[config.mk]
export PLATFORM = sky130hd
export DESIGN_NAME = pipeline_hazard_ctrl
export DESIGN_NICKNAME = d
export VERILOG_FILES = /design/src/rtl/pipeline_hazard_ctrl.sv
export SDC_FILE = /design/constraint.sdc
export NUM_CORES = 1
export LEC_CHECK = 0
export ABC_AREA = 1
export CAP_MARGIN = 0
export CORE_UTILIZATION = 47
export CTS_BUF_LIST = sky130_fd_sc_hd__clkbuf_8
export DETAILED_ROUTE_END_ITERATION = 10
export HOLD_SLACK_MARGIN = 0.02
export PLACE_DENSITY = 0.89
export SETUP_SLACK_MARGIN = 0.4
export SYNTH_ARGS = -nofsm -noshare
export SYNTH_HDL_FRONTEND = slang
export SYNTH_SLANG_ARGS = --single-unit
export TNS_END_PERCENT = 5
[constraint.sdc]
create_clock -name clk -period 1.7 [get_ports clk]
set_input_delay 0.34 -clock clk [delete_from_list [all_inputs] [get_ports clk]]
set_output_delay 0.34 -clock clk [all_outputs]
set_load 0.005 [all_outputs]
[src/rtl/pipeline_hazard_ctrl.sv]
// Hazard/stall controller for a 5-stage MIPS pipeline: load-use bubbles,
// taken-branch flushes, data-memory freeze with timeout, and perf counters.
module pipeline_hazard_ctrl #(
    parameter int REG_W   = 5,
    parameter int TIMEOUT = 64,
    parameter int CNT_W   = 16
) (
    input  logic             clk,
    input  logic             rst,
    input  logic             id_valid,
    input  logic [REG_W-1:0] id_rs,
    input  logic [REG_W-1:0] id_rt,
    input  logic             id_uses_rt,
    input  logic             ex_mem_read,
    input  logic [REG_W-1:0] ex_rt,
    input  logic             ex_branch_taken,
    input  logic             dmem_req,
    input  logic             dmem_ready,
    output logic             pc_we,
    output logic             ifid_we,
    output logic             ifid_flush,
    output logic             idex_flush,
    output logic             pipe_hold,
    output logic             err,
    output logic [1:0]       state_o,
    output logic [CNT_W-1:0] stall_count,
    output logic [CNT_W-1:0] flush_count
);

    localparam int TW = $clog2(TIMEOUT + 1);

    typedef enum logic [1:0] {
        RUN      = 2'd0,
        MEM_WAIT = 2'd1,
        ERR      = 2'd2,
        ERR_ALT  = 2'd3
    } state_e;

    state_e           state_q, state_d;
    logic [TW-1:0]    timer_q, timer_d;
    logic             err_q, err_d;
    logic [CNT_W-1:0] stall_q, stall_d;
    logic [CNT_W-1:0] flush_q, flush_d;

    logic load_use;
    logic hold;
    logic advance;

    always_comb begin
        load_use = id_valid & ex_mem_read & (ex_rt != '0)
                 & ((ex_rt == id_rs) | (id_uses_rt & (ex_rt == id_rt)));
        // Codes 2 and 3 both behave as ERR.
        hold = state_q[1]
             | ((state_q == RUN) & dmem_req & ~dmem_ready)
             | ((state_q == MEM_WAIT) & ~dmem_ready);
        // A taken branch squashes the dependent ID instruction, so no stall.
        advance = ~hold & ~(load_use & ~ex_branch_taken);

        pc_we      = ~rst & advance;
        ifid_we    = ~rst & advance;
        ifid_flush = ~rst & ex_branch_taken & ~hold;
        idex_flush = ~rst & (ex_branch_taken | load_use) & ~hold;
        pipe_hold  = rst | hold;
    end

    always_comb begin
        state_d = state_q;
        timer_d = timer_q;
        err_d   = err_q;
        case (state_q)
            RUN: begin
                if (dmem_req && !dmem_ready) begin
                    state_d = MEM_WAIT;
                    timer_d = TW'(1);
                end
            end
            MEM_WAIT: begin
                if (dmem_ready) begin
                    state_d = RUN;
                    timer_d = '0;
                end else if (timer_q == TW'(TIMEOUT - 1)) begin
                    state_d = ERR;
                    err_d   = 1'b1;
                end else begin
                    timer_d = timer_q + TW'(1);
                end
            end
            default: begin
                state_d = state_q;
            end
        endcase
    end

    always_comb begin
        stall_d = stall_q;
        flush_d = flush_q;
        if (!pc_we && (stall_q != '1)) stall_d = stall_q + CNT_W'(1);
        if (ifid_flush && (flush_q != '1)) flush_d = flush_q + CNT_W'(1);
    end

    always_ff @(posedge clk or posedge rst) begin
        if (rst) begin
            state_q <= RUN;
            timer_q <= '0;
            err_q   <= 1'b0;
            stall_q <= '0;
            flush_q <= '0;
        end else begin
            state_q <= state_d;
            timer_q <= timer_d;
            err_q   <= err_d;
            stall_q <= stall_d;
            flush_q <= flush_d;
        end
    end

    assign err         = err_q;
    assign state_o     = state_q;
    assign stall_count = stall_q;
    assign flush_count = flush_q;

endmodule

==> reports/qor.yml, run 1 <==
run_status:
  status: "finished with violations"
  violations: "setup timing"
timing:
  skew_ns: 0.00490
  hold_violations: 0
  fmax_mhz: 533
  worst_pin_slew_ns: 0.343
  drv_slew: 0
  period_share: 1.10
  finalCriticalPeriod_ns: 1.88
  setup-tns-final_ns: -1.86
  rsz0062_at_grt: "yes"
  max_slew_margin: 0.770
  setup_viol: 29
  layout_setup_ws_ns: -0.175
worst_setup_path:
  setup.worst_path.start_class: "register"
  criticalPathCategory: "reg2out"
  worstPathRequired_ns: 1.36
  worstSetupEndpointType: "primary output"
  crit_fanout: 4
  cp.arrival_ns: 1.54
place:
  hpwl_um: 5320
  gp_congestion: 0.932
  port_buffers: 62
  dpl_cell_area_sq_mm: 0.00368
  post-place-ws_ns: -0.719
detailed_routing:
  drc_errors: 0
  first_pass_iters: 4
  postRouteAntennaNets: 0
  vias: 2898
  finalWirelength_um: 7950
  drt_iter0_markers: 186
  wire_per_inst_um: 14.2
  routed_via_density: 5.19
synthesis:
  synthFlopType: "dfrtp_1"
  yosysMostFrequentCell: "nand2_1"
  ys_types: 30
  synth_area_leaders: "dfrtp_1 39%, nand2_1 17%, inv_1 6.0%"
  synth_top_cell_by_area: "dfrtp_1"
  synth_xor_area_frac: 0.0884
  synth_top_family_by_area: "simple AND/OR/NAND/NOR gates"
  synth_common_cells: "119 x nand2_1, 43 x inv_1, 42 x dfrtp_1, 37 x nor2_1, 23 x nand4_1"
  syn_inst: 373
  synthSimpleGateAreaFrac: 0.370
  ys_ff_latch: 42
  async_flop_share: 1.00
  synthAdderAreaFrac: 0.0140
  synth_area_sq_mm: 0.00268
  yosys_warnings: 0
  synth_area_per_cell_sq_um: 7.17
  synth_fp_nets: 399
  synth-edff-count: 0
  ys_seq_area_frac: 0.393
  yosysTopAreaCellShare: 0.393
  synth-compound-area-share: 0.0426
  synthMuxAreaShare: 0
cts:
  clock-sinks: 42
  cts_max_path_buffers: 2
  holdBufCountCts: 0
  clk_latency_ns: 0.31
  numCtsBuffers: 5
  cts_max_level: 2
  clkTransAtPathRegs_ns: 0.08
  cts_root_buffer: "clkbuf_8"
  cts_tree: "built"
floorplan:
  start_util: 0.486
  die_x_um: 77.4
  ios: 63
  core_area_sq_mm: 0.00551
  die_area_sq_mm: 0.00600
  die_h_um: 77.4
  fp-row-count: 27
cells_and_area:
  fin_nets: 511
  n_fill_cell: 371
  stdcell_area_sq_mm: 0.00399
  n_antenna_cell: 0
  layout-drive-gt1-share: 0.280
  synthToLayoutAreaGrowth_pct: 49.0
pwr:
  irDropWorstVdd_mv: 0.583
  pwr-share-seq: 0.519
  power.switching_mw: 0.439
  comb_power_share: 0.067
  power_mw: 1.93
  internal-power_mw: 1.49
  clockPowerShare: 0.414
  switching_share: 0.228
  p_per_area_mw_per_mm2: 484
  leakagePower_nw: 2.08
global_routing:
  antenna_found_initial: 0
  grt_util_all_layers: 0.275
  overflow: 0
  grt_max_degree: 43
  grt_pass1_wl_um: 13000
  grt_pass1_vias: 2885
run:
  drv_cap: 0
worst_hold_path:
  min_path_type: "in2async"
==> cells by family after synthesis <==
kind of cell	after synthesis
adder cells (fa/ha/maj)	3
XOR/XNOR	27
AO/OA/AOI/OAI	22
flip-flops	42
AND/OR/NAND/NOR	219
buffers and inverters	60
==> cell usage in the layout, fill, tap and decap left out, types with 2 or more instances in the layout <==
cell type        instances
buf_12                   3
buf_2                   13
buf_4                   28
buf_6                   33
clkbuf_2                 7
clkbuf_8                 5
clkdlybuf4s15_1          4
clkdlybuf4s50_1          8
dfrtp_1                 39
dfrtp_2                  3
dlygate4sd2_1           16
inv_1                   42
inv_2                    9
nand2_1                111
nand2_2                  5
nand2_4                  5
nand3_1                 17
nand3_2                  3
nand3_4                  4
nand4_1                 23
nor2_1                  33
nor2_2                   3
nor2_4                   4
nor3_1                   6
o21ai_0                  2
o21ai_1                 15
o21ai_2                  2
xnor2_1                 10
xor2_1                  17
==> state kept, by name, summed over array words and instances (netlist names) <==
register / count
stall_count: 16
err: 1
flush_count: 16
timer_q: 7
state_o: 2
==> through the flow <==
step	instances	utilization	hold slack (ns)
floorplan	373	-	0.458
CTS	552	0.708	0.500
global route	558	0.724	0.515
detailed placement	539	0.668	0.480
global placement	539	0.668	0.449
finish	558	0.724	0.487
==> critical path, cell delays in order (launching register included) <==
cell	delay, ns
dfrtp_1	0.42
inv_2	0.08
nor2_2	0.05
nand2_2	0.07
nand3_2	0.08
nor2_4	0.15
buf_6	0.11
nand2_4	0.07
o21ai_2	0.07
buf_2	0.14
==> final timing paths <==
| path | start | end | slack, ns | cells past startpoint |
|---|---|---|---|---|
| min in group clk | err$_DFFE_PP0P_ | err$_DFFE_PP0P_ | 0.50 | 2 |
| min reg2reg | err$_DFFE_PP0P_ | err$_DFFE_PP0P_ | 0.50 | 2 |
| min | rst | stall_count[0]$_DFFE_PP0P_ | 0.49 | 3 |
| max | state_o[0]$_DFFE_PP0P_ | idex_flush | -0.18 | 9 |
| max reg2reg | state_o[0]$_DFFE_PP0P_ | flush_count[2]$_DFFE_PP0P_ | -0.13 | 12 |
| max in group asynchronous | rst | stall_count[7]$_DFFE_PP0P_ | 1.00 | 3 |
==> final cells by class <==
class	instances	area [sq um]	share of cell area
Clock inverter	3	37.5	0.00942
Timing Repair Buffer	113	1010	0.255
Clock buffer	5	68.8	0.0173
Multi-Input combinational cell	271	1520	0.382
Tap cell	72	90.1	0.0226
Inverter	52	199	0.0499
Sequential cell	42	1050	0.265
==> power groups by stage <==
stage                     registers [mW]  clock network, mW  logic, mW
final                               1.00              0.798      0.130
after global routing                1.00              0.838      0.145
after CTS                           1.00              0.795      0.130
after detailed placement            1.02                  0      0.139
after global placement              1.02                  0      0.133
after floorplan                     1.02                  0     0.0502
==> repair_timing <==
action / 4_1_cts / 5_1_grt
cloned: 0 / 1
resized for setup: 190 / 30
buffers inserted: 5 / 5
endpoints found under the setup margin: 82 / 70
pin swaps: 25 / 9
==> per-layer routing <==
metal,global-route usage,vias up,share of wire
li1,-,1399,-
met1,0.319,1346,0.40
met2,0.493,119,0.51
met3,0.0412,34,0.048
met4,0.132,0,0.040
met5,0,-,0
No activity file was read; power rests on OpenSTA's default activity.
==> run 2, diff against run 1 <==
--- a/config.mk
+++ b/config.mk
@@ -7,11 +7,11 @@
 export LEC_CHECK = 0
 export ABC_AREA = 1
 export CAP_MARGIN = 0
-export CORE_UTILIZATION = 47
+export CORE_UTILIZATION = 45
 export CTS_BUF_LIST = sky130_fd_sc_hd__clkbuf_8
 export DETAILED_ROUTE_END_ITERATION = 10
 export HOLD_SLACK_MARGIN = 0.02
-export PLACE_DENSITY = 0.89
+export PLACE_DENSITY = 0.86
 export SETUP_SLACK_MARGIN = 0.4
 export SYNTH_ARGS = -nofsm -noshare
 export SYNTH_HDL_FRONTEND = slang
==> reports/qor.yml, run 2 (same netlist as run 1, synthesis figures left out) <==
detailed_routing:
  wire_per_inst_um: 13.7  # was 14.2 um
  wl_met2_um: 4160  # was 4090 um
  routed_via_density: 5.19  # about the same
  drt_iter0_markers: 139  # was 186
  postRouteAntennaNets: 0  # unchanged
  drc_errors: 0  # unchanged
  drt-met1-wl_um: 3000  # was 3160 um
  first_pass_iters: 4  # unchanged
  finalWirelength_um: 7570  # was 7950 um
  met3_length_um: 274  # was 384 um
  highest_layer: "met4"  # unchanged
  vias: 2867  # was 2898
pwr:
  p_per_area_mw_per_mm2: 438  # was 484 mW/mm^2
  switching_share: 0.232  # was 0.228
  power.switching_mw: 0.404  # was 0.439 mW
  irDropWorstVdd_mv: 0.654  # was 0.583 mV
  internal-power_mw: 1.33  # was 1.49 mW
  clockPowerShare: 0.348  # was 0.414
  comb_power_share: 0.077  # was 0.067
  leakagePower_nw: 2.06  # was 2.08 nW
  pwr-share-seq: 0.575  # was 0.519
timing:
  drv_slew: 0  # unchanged
  setup_viol: 37  # was 29
  skew_ns: 0.00654  # was 0.00490 ns
  worst_pin_slew_ns: 0.324  # was 0.343 ns
  finalCriticalPeriod_ns: 1.98  # was 1.88 ns
  period_share: 1.17  # was 1.10
  fmax_mhz: 505  # was 533 MHz
  layout_setup_ws_ns: -0.281  # was -0.175 ns
  rsz0062_at_grt: "yes"  # unchanged
  hold_violations: 0  # unchanged
  max_slew_margin: 0.782  # was 0.770
global_routing:
  overflow: 0  # unchanged
  grt_util_all_layers: 0.246  # was 0.275
  antenna_found_initial: 0  # unchanged
  grt_pass1_vias: 2740  # was 2885
  grt_pass1_wl_um: 12000  # was 13000 um
  grt_max_degree: 43  # unchanged
floorplan:
  die_area_sq_mm: 0.00626  # was 0.00600 sq mm
  start_util: 0.477  # was 0.486
  die_h_um: 79.1  # was 77.4 um
  die_x_um: 79.1  # was 77.4 um
  core_area_sq_mm: 0.00561  # was 0.00551 sq mm
  fp-row-count: 27  # unchanged
  ios: 63  # unchanged
place:
  hpwl_um: 5070  # was 5320 um
  post-place-ws_ns: -0.723  # was -0.719 ns
  gp_congestion: 0.900  # was 0.932
  port_buffers: 62  # unchanged
cells_and_area:
  n_antenna_cell: 0  # unchanged
  fin_nets: 506  # was 511
  finish.utilization: 0.707  # was 0.724
  n_fill_cell: 455  # was 371
  synthToLayoutAreaGrowth_pct: 48.3  # was 49.0%
  layout-drive-gt1-share: 0.281  # was 0.280
  mostFrequentLayoutCells: "109 x nand2_1, 40 x inv_1, 39 x dfrtp_1"  # was 111 x nand2_1, 42 x inv_1, 39 x dfrtp_1
  final_common_cell: "nand2_1"  # unchanged
cts:
  clk_latency_ns: 0.30  # was 0.31 ns
  clock-sinks: 42  # unchanged
  numCtsBuffers: 5  # unchanged
  cts_root_buffer: "clkbuf_8"  # unchanged
  holdBufCountCts: 0  # unchanged
  cts_tree: "built"  # unchanged
  cts_max_path_buffers: 2  # unchanged
  cts_max_level: 2  # unchanged
  clkTransAtPathRegs_ns: 0.08  # about the same
worst_setup_path:
  timing.rr.start: "state_o[0]$_DFFE_PP0P_"  # unchanged
  crit_fanout: 4  # unchanged
  rrSetupSlack_ns: -0.20  # was -0.13 ns
  worstPathRequired_ns: 1.36  # about the same
  setup.worst_path.start_class: "register"  # unchanged
  worstSetupEndpointType: "primary output"  # unchanged
  criticalPathCategory: "reg2out"  # unchanged
  cp.arrival_ns: 1.64  # was 1.54 ns
  reg2reg_depth: 12  # unchanged
  reg2reg_to: "flush_count[11]$_DFFE_PP0P_"  # was flush_count[2]$_DFFE_PP0P_
run_status:
  violations: "setup timing"  # unchanged
  status: "finished with violations"  # unchanged
run:
  drv_cap: 0  # unchanged
worst_hold_path:
  min_path_type: "in2async"  # unchanged
## run 2: power by group through the flow
stage / combinational, mW / clock, mW / sequential [mW]
detailed placement: 0.137 / 0 / 1.02
CTS: 0.133 / 0.614 / 1.00
finish: 0.134 / 0.606 / 1.00
floorplan: 0.0502 / 0 / 1.02
global placement: 0.133 / 0 / 1.02
global route: 0.149 / 0.647 / 1.00
## run 2: per-layer routing
| layer | GRT usage | vias to the layer above |
|---|---|---|
| li1 | - | 1398 |
| met1 | 0.282 | 1368 |
| met2 | 0.457 | 82 |
| met3 | 0.0448 | 19 |
| met4 | 0.0782 | 0 |
| met5 | 0 | - |
## run 2: timing repair
action                                  CTS  global route
resized for setup                       146            59
pin swaps                                21            20
cloned                                    0             1
endpoints found under the setup margin   78            75
buffers inserted                          3             4
## run 2: layout make-up
| type | instances | area, sq um | area share |
|---|---|---|---|
| Clock inverter | 2 | 7.51 | 0.00189 |
| Tap cell | 72 | 90.1 | 0.0227 |
| Multi-Input combinational cell | 272 | 1540 | 0.388 |
| Sequential cell | 42 | 1050 | 0.266 |
| Clock buffer | 5 | 68.8 | 0.0173 |
| Timing Repair Buffer | 107 | 998 | 0.252 |
| Inverter | 52 | 209 | 0.0527 |
## run 2: per-stage QoR
stage	instance area [sq um]	hold WS, ns	instances	power, mW	setup TNS (ns)
2_1_floorplan	2710	0.458	373	1.07	0
3_3_place_gp	3660	0.453	537	1.15	-17.10
3_5_place_dp	3660	0.472	537	1.16	-20.03
4_1_cts	3780	0.494	547	1.75	-3.09
5_1_grt	3970	0.536	552	1.80	-8.58
6_report	3970	0.496	552	1.74	-5.20
## run 2: worst max-delay path: stages, from the launching register on
cell and delay [ns]:
dfrtp_2 0.45, nor2_2 0.11, nand3_2 0.14, nand3_4 0.14
nor2_4 0.05, buf_6 0.12, buf_6 0.11, nand2_4 0.05
nand2_2 0.05, buf_2 0.12
## run 2: worst max-delay path by stage
stage                     slack [ns]                   start         end  cells past startpoint
after floorplan                 0.03  state_o[0]$_DFFE_PP0P_       pc_we                      9
after global placement         -0.68              dmem_ready  idex_flush                      8
after detailed placement       -0.72                ex_rt[1]  idex_flush                     10
after CTS                      -0.19  state_o[1]$_DFFE_PP0P_       pc_we                      9
after global routing           -0.33  state_o[0]$_DFFE_PP0P_       pc_we                     10
final                          -0.28  state_o[1]$_DFFE_PP0P_       pc_we                      9
